<file path="src/rtl/hdmi_ddc_edid_slave.sv">
// hdmi_ddc_edid_slave: I2C (DDC) responder presenting the sink EDID at DEV_ADDR, fed from a sync ROM port.
// Ports: clk/reset (sync, active-high); scl_i/sda_i async pad inputs; sda_oen open-drain enable (0 = pull low);
//        rom_addr/rom_data EDID byte fetch port (data valid 1 clk after address); busy while addressed
//        (START..STOP); rd_strobe 1-clk pulse per byte shifted out.
// Optional build macro DDC_SEGMENT_EN adds the E-DDC segment pointer at SEG_ADDR (ADDR_W >= 9 required).
module hdmi_ddc_edid_slave #(
  parameter logic [6:0] DEV_ADDR   = 7'h50,
  parameter logic [6:0] SEG_ADDR   = 7'h30,
  parameter int         FILTER_LEN = 3,
  parameter int         ADDR_W     = 8
) (
  input  logic              clk,
  input  logic              reset,
  input  logic              scl_i,
  input  logic              sda_i,
  output logic              sda_oen,
  output logic [ADDR_W-1:0] rom_addr,
  input  logic [7:0]        rom_data,
  output logic              busy,
  output logic              rd_strobe
);
  localparam int CW = $clog2(FILTER_LEN + 1);
  typedef enum logic [3:0] {IDLE, ADDR, AACK, WOFS, WDATA, WACK, READ, RACK, SEG} st_t;
  logic [1:0] s1_q, s2_q, p_q, filt;
  st_t        st_q;
  logic [3:0] bit_q;
  logic [7:0] sr_q, off_q;
  logic       rw_q, nack_q, seg_sel_q;
  logic       scl_f, sda_f, scl_rise, scl_fall, start, stop;
  always_ff @(posedge clk) begin
    s1_q <= reset ? 2'b11 : {scl_i, sda_i};
    s2_q <= reset ? 2'b11 : s1_q;
    p_q  <= reset ? 2'b11 : filt;
  end
  // a level is accepted only after FILTER_LEN consecutive clks of disagreement with the filtered value
  for (genvar g = 0; g < 2; g++) begin : g_filt
    logic [CW-1:0] cnt_q;
    logic          f_q;
    always_ff @(posedge clk)
      if (reset) begin
        cnt_q <= '0;
        f_q   <= 1'b1;
      end else if (s2_q[g] == f_q) cnt_q <= '0;
      else if (cnt_q == CW'(FILTER_LEN - 1)) begin
        cnt_q <= '0;
        f_q   <= s2_q[g];
      end else cnt_q <= cnt_q + 1'b1;
    assign filt[g] = f_q;
  end
  assign scl_f    = filt[1];
  assign sda_f    = filt[0];
  assign scl_rise = scl_f & ~p_q[1];
  assign scl_fall = ~scl_f & p_q[1];
  assign start    = scl_f & p_q[1] & p_q[0] & ~sda_f;
  assign stop     = scl_f & p_q[1] & ~p_q[0] & sda_f;
`ifdef DDC_SEGMENT_EN
  logic [ADDR_W-9:0] seg_q;
  assign rom_addr = {seg_q, off_q};
`else
  assign rom_addr = ADDR_W'(off_q);
`endif
  always_ff @(posedge clk) begin
    if (reset) begin
      st_q      <= IDLE;
      bit_q     <= '0;
      sr_q      <= '0;
      off_q     <= '0;
      rw_q      <= 1'b0;
      nack_q    <= 1'b0;
      seg_sel_q <= 1'b0;
      sda_oen   <= 1'b1;
      busy      <= 1'b0;
      rd_strobe <= 1'b0;
`ifdef DDC_SEGMENT_EN
      seg_q     <= '0;
`endif
    end else begin
      rd_strobe <= 1'b0;
      // START/STOP take priority over any SCL edge seen in the same clk
      if (start) begin
        st_q    <= ADDR;
        bit_q   <= '0;
        sda_oen <= 1'b1;
      end else if (stop) begin
        st_q    <= IDLE;
        sda_oen <= 1'b1;
        busy    <= 1'b0;
`ifdef DDC_SEGMENT_EN
        seg_q   <= '0;
`endif
      end else if (scl_rise) begin
        case (st_q)
          ADDR, WOFS, WDATA, SEG: begin
            sr_q  <= {sr_q[6:0], sda_f};
            bit_q <= bit_q + 4'd1;
          end
          AACK: if (rw_q) sr_q <= rom_data;
          // the next byte is loaded speculatively; nack_q decides whether it is sent
          RACK: begin
            nack_q <= sda_f;
            sr_q   <= rom_data;
          end
          default: ;
        endcase
      end else if (scl_fall) begin
        case (st_q)
          ADDR: if (bit_q == 4'd8) begin
            if (sr_q[7:1] == DEV_ADDR) begin
              sda_oen   <= 1'b0;
              busy      <= 1'b1;
              rw_q      <= sr_q[0];
              seg_sel_q <= 1'b0;
              st_q      <= AACK;
            end
`ifdef DDC_SEGMENT_EN
            else if (sr_q == {SEG_ADDR, 1'b0}) begin
              sda_oen   <= 1'b0;
              busy      <= 1'b1;
              rw_q      <= 1'b0;
              seg_sel_q <= 1'b1;
              st_q      <= AACK;
            end
`endif
            else begin
              busy <= 1'b0;
              st_q <= IDLE;
            end
          end
          AACK: if (rw_q) begin
            sda_oen <= sr_q[7];
            sr_q    <= {sr_q[6:0], 1'b0};
            bit_q   <= 4'd1;
            st_q    <= READ;
          end else begin
            sda_oen <= 1'b1;
            bit_q   <= '0;
            st_q    <= seg_sel_q ? SEG : WOFS;
          end
          WOFS: if (bit_q == 4'd8) begin
            off_q   <= sr_q;
            sda_oen <= 1'b0;
            st_q    <= WACK;
          end
          WDATA: if (bit_q == 4'd8) begin
            off_q   <= off_q + 8'd1;
            sda_oen <= 1'b0;
            st_q    <= WACK;
          end
          SEG: if (bit_q == 4'd8) begin
`ifdef DDC_SEGMENT_EN
            seg_q   <= sr_q[ADDR_W-9:0];
`endif
            sda_oen <= 1'b0;
            st_q    <= WACK;
          end
          WACK: begin
            sda_oen <= 1'b1;
            bit_q   <= '0;
            st_q    <= seg_sel_q ? IDLE : WDATA;
          end
          READ: if (bit_q == 4'd8) begin
            sda_oen   <= 1'b1;
            off_q     <= off_q + 8'd1;
            rd_strobe <= 1'b1;
            st_q      <= RACK;
          end else begin
            sda_oen <= sr_q[7];
            sr_q    <= {sr_q[6:0], 1'b0};
            bit_q   <= bit_q + 4'd1;
          end
          RACK: if (nack_q) st_q <= IDLE;
          else begin
            sda_oen <= sr_q[7];
            sr_q    <= {sr_q[6:0], 1'b0};
            bit_q   <= 4'd1;
            st_q    <= READ;
          end
          default: ;
        endcase
      end
    end
  end
endmodule

</file>
<file path="config.mk">
export PLATFORM = sky130hd
export DESIGN_NAME = hdmi_ddc_edid_slave
export DESIGN_NICKNAME = d
export VERILOG_FILES = /design/src/rtl/hdmi_ddc_edid_slave.sv
export SDC_FILE = /design/constraint.sdc
export NUM_CORES = 1
export LEC_CHECK = 0
export CAP_MARGIN = 20
export CORE_MARGIN = 2
export CORE_UTILIZATION = 56
export DETAILED_ROUTE_END_ITERATION = 7
export GPL_TIMING_DRIVEN = 0
export PLACE_DENSITY = 0.81
export SYNTH_ARGS = -nofsm -noshare
export SYNTH_HDL_FRONTEND = slang
export SYNTH_SLANG_ARGS = --single-unit
</file>
<file path="constraint.sdc">
create_clock -name clk -period 2.4 [get_ports clk]
set_input_delay 0.6 -clock clk [delete_from_list [all_inputs] [get_ports clk]]
set_output_delay 0.6 -clock clk [all_outputs]
set_load 0.03 [all_outputs]
</file>
==> reports/metrics.cfg <==
[outcome]
outcome = finished, final reports clean

[clock_network]
clock-sinks = 40
post_cts_buffers = 0
clk_pin_slew_ns = 0.07
cts_made_buffers = 5
cts_buffer_depth = 2
cts_tree = yes
cts_resized = 0
cts_root_buf = clkbuf_8
htree_levels = 2
ctsHoldBuffers = 0
clk_latency_ns = 0.29

[sta]
setup_tns_ns = 0
min_period_ns = 2.22
timing_hold_violations_final = 0
whs_ns = 0.411
rsz0062_at_grt = no
max_freq_mhz = 450
finalCritPeriodShare_pct = 92.7
fin_skew_ns = 0.00798
slew_headroom_pct = 63.1
worst_pin_slew_ns = 0.549
slew_viol_final = 0
setup_viol = 0

[worst_hold_path]
min_path_type = flop to flop
hold_depth = 1
holdPathEnd = s2_q[0]
hp-start = s1_q[0]

[placement]
portBuffers = 22
hpwl_um = 4020
gp_congestion = 0.926

[global_route]
grtUsageTotal_pct = 26.3
grt-ovfl-total = 0
grt_max_degree = 13
antenna_found_initial = 0
grt_pass1_wl_um = 9000
grt_pass1_vias = 2004

[synthesis]
synth_area_leader_cell = dfxtp_1
ys_async_sr_fraction_pct = 0
synth_top_cell_area_share_pct = 35.1
synthFlopType = dfxtp_1
synth_warnings = 0
syn_nets = 289
avgSynthCellArea_um2 = 8.49
synth-edff-count = 0
synthTopCellsByArea = dfxtp_1 (35%), mux2i_1 (6.1%), ha_1 (4.4%)
synthMostInstantiatedCell = dfxtp_1
synthCells = 269
seq_area_frac_synth_pct = 35.1
synthDistinctLibCells = 54
yosys_register_bits = 40
synth_area_um2 = 2280
ys_top_cells_by_count = dfxtp_1 (40), nand2_1 (24), a21oi_1 (18)

[critical_path]
endpoint_kind = flop
worstPathMaxFanout = 10
start_kind = flop
cp_data_required_time_ns = 2.60
cp-startpoint = g_filt[1].f_q
r2r_end = sr_q[0]
cp.arrival_ns = 2.43
r2r_start = g_filt[1].f_q
worstSetupPathType = flop to flop
reg2reg_slack_ns = 0.18
r2r_cells = 8

[die]
die_y_um = 67.9
core_area_um2 = 3970
dieArea_um2 = 4600
start_util_pct = 57.5
die_width_um = 67.9
rows = 23
io_pins = 23

[routing]
wire_per_inst_um = 15.9
dr_total_vias = 2127
drt_first_pass_iters = 5
first_iter_violations = 133
vias_per_cell = 6.09
postRouteAntennaNets = 0
drcViolationCount = 0
wl_um = 5530

[finish]
syn_to_final_growth_pct = 17.2
nNetsFinal = 318
n_antenna_cell = 0
drive_gt1_share_pct = 9.70
final_core_util_pct = 67.4

[power]
p_leak_nw = 0.981
cellPowerDensity_nw_per_um2 = 468
finalPower_mw = 1.25
ir_drop_v = 0.000426

[run]
cap_violations = 0

routing by layer:
metal / part of all wire (%) / track usage, % / wire (um) / up-vias
met5: 0 / 0 / 0 / -
met4: 3.2 / 15.5 / 177 / 0
met3: 6.6 / 5.92 / 366 / 12
met2: 48 / 42.3 / 2630 / 94
met1: 43 / 32.2 / 2360 / 982
li1: - / - / - / 1039
stage by stage:
step / setup WS, ns / instances / cell area, um2
finish: 0.176 / 349 / 2680
global route: 0.0427 / 349 / 2680
detailed placement: 0.117 / 341 / 2570
global placement: 0.164 / 341 / 2570
CTS: 0.130 / 349 / 2670
floorplan: 0.475 / 269 / 2280
layout make-up:
type                       instances  area, um2
tap                               50       62.6
buffer                            17       88.8
fill                             346       1290
clock inverter                     2       35.0
multi-input combinational        198       1340
sequential                        40        801
inverter                          14       52.6
timing repair buffer              22        220
clock buffer                       6       72.6
power by group:
group,total (mW),switching [mW],internal (mW)
sequential,0.669,0.00178,0.667
clock,0.538,0.230,0.309
combinational,0.0450,0.0222,0.0228
sequential cells by signal, summed over array words and instances, names as in the netlist, 3 cells and up:
signal,cells
rom_addr,8
st_q,3
sr_q,8
bit_q,4
g_filt.cnt_q,4
worst max-delay path by stage:
stage,to,slack [ns],cells past startpoint
finish,sr_q[0],0.18,8
global route,sr_q[0],0.04,8
CTS,rom_addr[0],0.13,8
detailed placement,bit_q[0],0.12,4
global placement,bit_q[0],0.16,4
floorplan,sr_q[0],0.48,9
logic make-up after synthesis:
family          Yosys count  share of synthesized area (%)
mux                      14                           6.14
fa+ha+maj                 9                           4.82
compound gates           64                           20.0
simple gates            107                           26.2
xor+xnor                  4                           1.53
buf+inv                  31                           6.19
flops                    40                           35.1
worst max-delay path: stages (launching register included):
cell,delay [ns]
dfxtp_1,0.40
ha_1,0.17
buf_2,0.22
inv_1,0.18
a211oi_4,0.33
nand3_4,0.17
or2_1,0.27
buf_6,0.14
o41ai_2,0.25
layout by cell type, fill, tap and decap left out, types with 8 or more instances in the layout:
cell / Yosys / routed
dfxtp_1: 40 / 40
a21oi_1: 18 / 18
clkdlybuf4s50_1: 0 / 22
nor4_1: 9 / 9
o21ai_0: 11 / 11
inv_1: 14 / 14
a31o_1: 8 / 8
nor2_1: 17 / 17
nand3_1: 9 / 9
nand2_1: 24 / 24
clkbuf_1: 9 / 10
ha_1: 8 / 8
nor3_1: 9 / 9
or3_1: 8 / 8
mux2i_1: 14 / 14
No activity file was read; power rests on OpenSTA's default activity.
